### src/rtl/seq_divider_if.sv
// Handshake and result bundle for seq_divider: operands/start in, ready/done/results out.
interface seq_divider_if #(
   parameter int N = 4
);
   logic         start;
   logic [N-1:0] a;
   logic [N-1:0] b;
   logic         ready;
   logic         done;
   logic [N-1:0] q;
   logic [N-1:0] r;
   logic         dbz;

   modport master (output start, a, b, input ready, done, q, r, dbz);
   modport slave  (input start, a, b, output ready, done, q, r, dbz);
endinterface

### src/rtl/seq_divider.sv
// Restoring shift-subtract unsigned divider, one quotient bit per clock.
// Optional feature macro: SEQ_DIVIDER_DBZ_EN (early divide-by-zero completion with dbz flag).
module seq_divider #(
   parameter int N = 4
) (
   input  logic          clk,
   input  logic          rst,
   seq_divider_if.slave  bus
);
   typedef enum logic [1:0] {
      IDLE = 2'd0,
      RUN  = 2'd1,
      DONE = 2'd2
   } state_t;

   localparam int CW = $clog2(N);

   state_t       state_r;
   state_t       next_state_s;
   logic [N-1:0] work_r;
   logic [N-1:0] dvs_r;
   logic [N-1:0] rem_r;
   logic [CW-1:0] cnt_r;
   logic [N-1:0] q_r;
   logic [N-1:0] r_r;
   logic         dbz_r;

   logic [N:0]   shifted_s;
   logic [N-1:0] trial_s;
   logic [N-1:0] rem_next_s;
   logic         qbit_s;
   logic         zero_div_s;

`ifdef SEQ_DIVIDER_DBZ_EN
   assign zero_div_s = (bus.b == {N{1'b0}});
`else
   assign zero_div_s = 1'b0;
`endif

   assign bus.ready = (state_r == IDLE);
   assign bus.done  = (state_r == DONE);
   assign bus.q     = q_r;
   assign bus.r     = r_r;
   assign bus.dbz   = dbz_r;

   // One restoring step; a successful subtract always yields a value below b, so N bits suffice.
   always_comb begin
      shifted_s = {1'b0, rem_r, work_r[N-1]} >> 1;
      shifted_s = {rem_r, work_r[N-1]};
      trial_s   = shifted_s[N-1:0] - dvs_r;
      qbit_s    = (shifted_s >= {1'b0, dvs_r});
      if (qbit_s) begin
         rem_next_s = trial_s;
      end else begin
         rem_next_s = shifted_s[N-1:0];
      end
   end

   // Next-state decode.
   always_comb begin
      next_state_s = state_r;
      case (state_r)
         IDLE: begin
            if (bus.start) begin
               if (zero_div_s) begin
                  next_state_s = DONE;
               end else begin
                  next_state_s = RUN;
               end
            end else begin
               next_state_s = IDLE;
            end
         end
         RUN: begin
            if (cnt_r == {CW{1'b0}}) begin
               next_state_s = DONE;
            end else begin
               next_state_s = RUN;
            end
         end
         DONE:    next_state_s = IDLE;
         default: next_state_s = IDLE;
      endcase
   end

   // State register.
   always_ff @(posedge clk or posedge rst) begin
      if (rst) begin
         state_r <= IDLE;
      end else begin
         state_r <= next_state_s;
      end
   end

   // Datapath: the dividend register empties from the top while quotient bits fill it from the bottom.
   always_ff @(posedge clk or posedge rst) begin
      if (rst) begin
         work_r <= {N{1'b0}};
         dvs_r  <= {N{1'b0}};
         rem_r  <= {N{1'b0}};
         cnt_r  <= {CW{1'b0}};
         q_r    <= {N{1'b0}};
         r_r    <= {N{1'b0}};
         dbz_r  <= 1'b0;
      end else begin
         case (state_r)
            IDLE: begin
               if (bus.start) begin
                  work_r <= bus.a;
                  dvs_r  <= bus.b;
                  rem_r  <= {N{1'b0}};
                  cnt_r  <= CW'(N - 1);
                  if (zero_div_s) begin
                     q_r   <= {N{1'b1}};
                     r_r   <= bus.a;
                     dbz_r <= 1'b1;
                  end
               end
            end
            RUN: begin
               work_r <= {work_r[N-2:0], qbit_s};
               rem_r  <= rem_next_s;
               if (cnt_r == {CW{1'b0}}) begin
                  q_r   <= {work_r[N-2:0], qbit_s};
                  r_r   <= rem_next_s;
                  dbz_r <= 1'b0;
               end else begin
                  cnt_r <= cnt_r - CW'(1);
               end
            end
            default: begin
            end
         endcase
      end
   end
endmodule

### src/flat_wrapper.sv
// flat-port wrapper written by rule: the top's interface ports become plain ports
module seq_divider_flat 
#(
   parameter int N = 4
)
  (clk, rst, bus_start, bus_a, bus_b, bus_ready, bus_done, bus_q, bus_r, bus_dbz);
  seq_divider_if #(.N(N)) bus_i ();
  input  logic clk;
  input  logic rst;
  input wire logic [$bits(bus_i.start)-1:0] bus_start;
  input wire logic [$bits(bus_i.a)-1:0] bus_a;
  input wire logic [$bits(bus_i.b)-1:0] bus_b;
  output wire logic [$bits(bus_i.ready)-1:0] bus_ready;
  output wire logic [$bits(bus_i.done)-1:0] bus_done;
  output wire logic [$bits(bus_i.q)-1:0] bus_q;
  output wire logic [$bits(bus_i.r)-1:0] bus_r;
  output wire logic [$bits(bus_i.dbz)-1:0] bus_dbz;
  assign bus_i.start = bus_start;
  assign bus_i.a = bus_a;
  assign bus_i.b = bus_b;
  assign bus_ready = bus_i.ready;
  assign bus_done = bus_i.done;
  assign bus_q = bus_i.q;
  assign bus_r = bus_i.r;
  assign bus_dbz = bus_i.dbz;
  seq_divider #(.N(N)) u_core (.clk(clk), .rst(rst), .bus(bus_i));
endmodule
### config.mk
export PLATFORM = sky130hd
export DESIGN_NAME = seq_divider_flat
export DESIGN_NICKNAME = d
export VERILOG_FILES = /design/src/rtl/seq_divider_if.sv /design/src/rtl/seq_divider.sv /design/src/flat_wrapper.sv
export SDC_FILE = /design/constraint.sdc
export NUM_CORES = 1
export LEC_CHECK = 0
export BUFFER_PORTS_ARGS = -buffer_cell sky130_fd_sc_hd__buf_2
export CAP_MARGIN = 15
export CORE_UTILIZATION = 30
export CTS_CLUSTER_SIZE = 28
export DETAILED_ROUTE_END_ITERATION = 7
export PLACE_DENSITY = 0.54
export SLEW_MARGIN = 20
export SYNTH_ARGS = -nofsm -noshare
export SYNTH_HDL_FRONTEND = slang
export SYNTH_SLANG_ARGS = --single-unit
### constraint.sdc
create_clock -name clk -period 3.56 [get_ports clk]
set_input_delay 0.178 -clock clk [delete_from_list [all_inputs] [get_ports clk]]
set_output_delay 0.178 -clock clk [all_outputs]
set_load 0.03 [all_outputs]
==> results.py, run 1 <==
metrics = {
    "status": {
        "status": "completed",
    },
    "sta": {
        "rsz0062_at_grt": "false",
        "relSlewSlack_pct": 39.0,
        "clock-skew-final_ns": 0.00222,
        "setup_violations": 0,
        "hold_viol_final": 0,
        "layout_min_cycle_time_ns": 1.94,
        "fin_tns_setup_ns": 0,
        "clock.fmax_mhz": 515,
        "fin_crit_sh_pct": 54.6,
        "worstMarginPinSlew_ns": 0.914,
        "finalMaxSlewViolations": 0,
    },
    "global_route": {
        "grt_max_degree": 25,
        "grt.total_usage_pct": 13.5,
        "grt_first_pass_wirelength_mm": 4.51,
        "antenna_found_initial": 0,
        "grt_pass1_vias": 1036,
        "grt_overflow": 0,
    },
    "logic_synthesis": {
        "yosys-top-cells-area": "dfrtp_1 (48%), nand2_1 (5.4%), mux2_2 (5.4%), ha_1 (5.0%), a21oi_1 (3.6%)",
        "synthSimpleGateAreaFrac_pct": 15.7,
        "synth-edff-count": 0,
        "yosysTopAreaCellShare_pct": 48.2,
        "syn_nets": 144,
        "yosysWarningCount": 0,
        "synth_flop_cell": "dfrtp_1",
        "netlist_instances": 127,
        "synthesis.area_mm2": 0.00124,
        "synth_seq_cells": 24,
        "synth_fa_ha_area_share_pct": 6.63,
        "ys_seq_area_share_pct": 48.2,
        "avgSynthCellArea_um2": 9.80,
        "synth-xor-area-share_pct": 0.704,
        "synth_top_family_by_area": "compound AO/OA/AOI/OAI gates",
        "synth_async_sr_flop_share_pct": 100,
        "yosys-mux-area-fraction_pct": 6.23,
        "yosys.area.top_type": "dfrtp_1",
        "synth.distinct_cells": 34,
        "synth_compound_area_share_pct": 17.0,
    },
    "routing": {
        "ant_nets": 0,
        "vias": 980,
        "via_per_inst": 5.03,
        "drt_iter0_markers": 45,
        "firstDrtPassIters": 4,
        "route.detailed.drc": 0,
        "wl_per_cell_um": 13.2,
        "drt-total-wl_mm": 2.57,
    },
    "place": {
        "dp.final_hpwl_mm": 1.95,
        "gp_congestion": 0.927,
        "placedCellCount": 191,
        "port_buffers": 20,
    },
    "critical_path": {
        "cp-startpoint": "u_core.work_r[3]",
        "critPathLaunchType": "register",
        "endpoint_kind": "register",
        "cp.arrival_ns": 2.10,
        "worstPathRequired_ns": 3.72,
        "crit_path_end": "u_core.rem_r[1]",
        "cp_max_fo": 6,
        "r2r_cells": 6,
        "timing.rr.start": "u_core.work_r[3]",
        "crit_type": "reg -> reg",
        "r2r-end": "u_core.rem_r[1]",
        "reg2reg_slack_ns": 1.62,
    },
    "power": {
        "p_per_area_mw_per_mm2": 1060,
        "irDropWorstVdd_v": 0.000423,
        "power_mw": 1.53,
        "power_leakage_nw": 0.706,
    },
    "floorplan": {
        "core-area_mm2": 0.00400,
        "start_util_pct": 31.1,
        "die_area_mm2": 0.00441,
        "die_x_um": 66.4,
        "ios": 22,
        "rows": 23,
        "die_h_um": 66.4,
    },
    "clock_tree": {
        "cts_tree": "done",
        "cts_buffers": 3,
        "cts-htree-levels": 1,
        "clock_latency_ns": 0.26,
        "cts_buffer_depth": 2,
        "cts-root-buf": "clkbuf_8",
        "cts.clk_slew.worst_paths_ns": 0.08,
        "ctsHoldBuffers": 0,
        "post_cts_resized": 0,
        "cts_setup_buffers": 0,
        "clock-sinks": 24,
    },
    "final_layout": {
        "final_layout_size_suffix_gt1_share_pct": 21.4,
        "layout.cells.non_filler": 195,
        "n_antenna_cell": 0,
        "syn2layout_area_growth_pct": 15.3,
        "fin_nets": 163,
    },
    "min_path": {
        "hp-class": "in -> async",
    },
    "job": {
        "maxCapViolations": 0,
    },
}
## registers in the layout, summed over array words and instances, names as in the netlist
name            count
u_core.bus.q        4
u_core.cnt_r        2
u_core.rem_r        4
u_core.bus.r        4
u_core.dvs_r        4
u_core.work_r       4
u_core.state_r      2
## layout by cell type, fill, tap and decap left out, types with 2 or more instances in the layout
master / instances
and3b_1: 2
inv_1: 10
nand2_1: 18
a21o_1: 2
a21oi_1: 9
o31ai_1: 6
buf_2: 20
ha_1: 5
nor2_1: 4
dfrtp_1: 24
clkbuf_8: 4
nor2b_1: 3
and3_1: 2
mux2_2: 6
nand2b_1: 4
o21ai_0: 9
## worst min path at each step
stage / startpoint / to / cells past startpoint
2_1_floorplan: rst / u_core.bus.q[0] / 1
3_3_place_gp: bus_b[3] / u_core.dvs_r[3] / 3
3_5_place_dp: bus_b[1] / u_core.dvs_r[1] / 3
4_1_cts: bus_b[1] / u_core.dvs_r[1] / 3
5_1_grt: bus_b[1] / u_core.dvs_r[1] / 3
6_report: rst / u_core.work_r[3] / 2
## critical path, cell delays in order, from the launching register on
cell	delay (ns)
dfrtp_1	0.37
inv_1	0.05
ha_1	0.27
nand2b_1	0.18
a2111o_1	0.49
and3_1	0.21
o31ai_1	0.26
## cells by family after synthesis
kind of cell	after synthesis
AO/OA/AOI/OAI	33
XOR/XNOR	1
adder cells (fa/ha/maj)	6
buffers and inverters	16
flip-flops	24
multiplexers	7
other	1
AND/OR/NAND/NOR	39
## Yosys cell counts, types with 2 or more instances
| master | instances |
|---|---|
| mux2_2 | 6 |
| ha_1 | 5 |
| and3_1 | 2 |
| inv_1 | 10 |
| o31ai_1 | 6 |
| a21oi_1 | 9 |
| a21o_1 | 2 |
| nand2_1 | 18 |
| o21ai_0 | 9 |
| nor2b_1 | 3 |
| clkbuf_1 | 4 |
| nor2_1 | 4 |
| nand2b_1 | 4 |
| and3b_1 | 2 |
| dfrtp_1 | 24 |
## routing by layer
metal	vias up	part of all wire [%]	wire [µm]	track usage [%]
met2	30	48	1220	22.4
met4	0	1.2	32	5.05
met1	470	46	1190	17.5
met3	5	4.6	119	2.07
li1	475	-	-	-
met5	-	0	0	0
## power by group
group	switching, mW	internal [mW]
Clock	0.0826	0.0986
Combinational	0.520	0.331
Sequential	0.0906	0.404
Total	0.693	0.834
## layout make-up
cell class | instances | area [µm²]
Fill cell | 422 | 2560
Multi-Input combinational cell | 87 | 579
Inverter | 10 | 37.5
Tap cell | 50 | 62.6
Timing Repair Buffer | 20 | 100
Clock buffer | 4 | 55.1
Sequential cell | 24 | 601
## per-stage QoR
| stage | hold WS [ns] | setup slack (ns) | area (µm²) | utilization [%] |
|---|---|---|---|---|
| detailed placement | 0.398 | 1.65 | 1380 | 34.5 |
| floorplan | 0.193 | 1.80 | 1240 | - |
| CTS | 0.118 | 1.62 | 1440 | 35.9 |
| global route | 0.122 | 1.46 | 1440 | 35.9 |
| finish | 0.0985 | 1.62 | 1440 | 35.9 |
| global placement | 0.385 | 1.65 | 1380 | 34.5 |
No activity file was read; power rests on OpenSTA's default activity.
==> run 2, diff against run 1 <==
==> constraint.sdc (replaced) <==
create_clock -name clk -period 1.9 [get_ports clk]
set_input_delay 0.095 -clock clk [delete_from_list [all_inputs] [get_ports clk]]
set_output_delay 0.095 -clock clk [all_outputs]
set_load 0.03 [all_outputs]
==> run 2 against run 1 <==
- cell area is 7.9% higher
- wire length increased by 4.7%
- sequential cell count unchanged
- utilization increased by 2.8 points
- count of clock-buffer cells in the layout is 1 lower
- critical path depth is the same
- global-route usage down 0.097 points
- register-to-register slack worse by 1.6 ns
- setup slack got worse by 1.6 ns
- via count down 0.31%
- die area unchanged
- final cell count increased by 3.1%
- critical endpoint is now u_core.bus.r[2]
- largest power group unchanged
- highest routed layer unchanged
==> results.py, run 2 (synthesis gave the netlist of run 1 again) <==
metrics = {
    "status": {
        "status": "completed",
    },
    "final_layout": {
        "fillers": 412,
        "final_util_pct": 38.7,
        "final_layout_size_suffix_gt1_share_pct": 29.1,
        "seq_area_um2": 601,
        "n_antenna_cell": 0,
        "final_design_area_no_fill_mm2": 0.00155,
        "final_common_cell": "dfrtp_1",
        "layout_common_cells": "dfrtp_1 (24), buf_2 (20), nand2_1 (18)",
        "syn2layout_area_growth_pct": 24.4,
        "fin_nets": 169,
        "multiInputGateArea_um2": 629,
    },
    "sta": {
        "setup_violations": 0,
        "layout_min_cycle_time_ns": 1.85,
        "clock-skew-final_ns": 0.00159,
        "finalMaxSlewViolations": 0,
        "layout_setup_ws_ns": 0.0498,
        "worstMarginPinSlew_ns": 0.694,
        "fin_crit_sh_pct": 97.4,
        "rsz0062_at_grt": "false",
        "clock.fmax_mhz": 540,
        "relSlewSlack_pct": 53.7,
        "hold_viol_final": 0,
    },
    "routing": {
        "wl_per_cell_um": 13.4,
        "route.detailed.drc": 0,
        "vias": 977,
        "drt-total-wl_mm": 2.69,
        "via_per_inst": 4.86,
        "firstDrtPassIters": 4,
        "ant_nets": 0,
        "drt_iter0_markers": 22,
    },
    "floorplan": {
        "die_area_mm2": 0.00441,
        "start_util_pct": 31.1,
        "die_x_um": 66.4,
        "die_h_um": 66.4,
        "rows": 23,
        "core-area_mm2": 0.00400,
        "ios": 22,
    },
    "critical_path": {
        "path_buf_inv": 1,
        "endpoint_kind": "register",
        "crit_type": "reg -> reg",
        "cp.arrival_ns": 2.05,
        "cp_max_fo": 3,
        "cp_cell_sequence": "inv_1 -> ha_4 -> fa_1 -> xor2_1 -> or4_1 -> nand3_1",
        "r2r_cells": 6,
        "r2r-end": "u_core.bus.r[2]",
        "crit_path_end": "u_core.bus.r[2]",
        "critical-path-max-stage-delay_ns": 0.47,
        "cp_slowest_cell": "or4_1",
        "worst-path-stages": 6,
        "worstPathRequired_ns": 2.10,
        "cp-startpoint": "u_core.work_r[3]",
        "timing.rr.start": "u_core.work_r[3]",
        "crit_family": "adder cells",
        "critPathLaunchType": "register",
        "reg2reg_slack_ns": 0.05,
    },
    "min_path": {
        "hp-class": "in -> reg",
    },
    "place": {
        "port_buffers": 20,
        "dp.final_hpwl_mm": 1.94,
        "post_dp_cell_area_mm2": 0.00141,
        "gp_congestion": 0.794,
        "dp_slack_ns": -0.00882,
    },
    "clock_tree": {
        "cts_buffer_depth": 2,
        "cts_tree": "done",
        "clock_latency_ns": 0.26,
        "clock-sinks": 24,
        "cts_buffers": 3,
        "cts-htree-levels": 1,
        "cts-root-buf": "clkbuf_8",
        "cts.clk_slew.worst_paths_ns": 0.08,
    },
    "global_route": {
        "grt_first_pass_wirelength_mm": 4.36,
        "grt.total_usage_pct": 13.4,
        "grt_max_degree": 25,
        "grt_pass1_vias": 965,
        "grt_overflow": 0,
        "antenna_found_initial": 0,
    },
    "job": {
        "maxCapViolations": 0,
    },
    "power": {
        "power_leakage_nw": 0.753,
        "power_mw": 3.21,
        "irDropWorstVdd_v": 0.000836,
        "p_per_area_mw_per_mm2": 2070,
    },
}
==> run 2: what timing repair did <==
action / in CTS / in global routing
gates resized for setup: 1 / 9
pin swaps: 1 / 6
buffers inserted: 1 / 0
hold buffers: 1 / 0
endpoints found under the setup margin: 4 / 7
endpoints found under the hold margin: 24 / 0
==> run 2: layout make-up <==
class / count / area share [%]
multi-input combinational: 87 / 40.6
sequential: 24 / 38.8
timing repair buffer: 26 / 9.53
tap: 50 / 4.04
clock buffer: 3 / 2.67
inverter: 10 / 2.42
clock inverter: 1 / 1.94
==> run 2: tightest hold or removal path: cells and delay by family <==
kind,cells,cell delay [ns]
compound gates,1,0.06
buf+inv,1,0.07
simple gates,1,0.04
==> run 2: layer usage <==
metal / track usage (%) / vias up / share of wire (%)
met5: 0 / - / 0
met4: 3.19 / 0 / 0.56
met3: 4.14 / 2 / 3.8
met2: 22.7 / 21 / 51
met1: 16.5 / 464 / 45
li1: - / 490 / -
==> run 2: where the power goes <==
group          switching, mW  internal, mW
clock network          0.162         0.282
registers              0.174         0.757
logic                   1.05         0.790
total                   1.38          1.83
==> run 2: worst min-delay path by stage <==
stage,startpoint,endpoint,cells past startpoint
final,bus_b[1],u_core.dvs_r[1],3
after floorplan,rst,u_core.bus.q[0],1
after detailed placement,rst,u_core.cnt_r[1],3
after global routing,bus_b[1],u_core.dvs_r[1],3
after CTS,bus_b[1],u_core.dvs_r[1],3
after global placement,rst,u_core.cnt_r[0],3
==> run 2: through the flow <==
step / hold WS [ns] / cells / setup TNS (ns)
CTS: 0.0374 / 201 / 0
global placement: 0.157 / 195 / 0
finish: 0.0386 / 201 / 0
global route: 0.0214 / 201 / 0
detailed placement: 0.162 / 195 / -0.0115
floorplan: 0.110 / 127 / 0
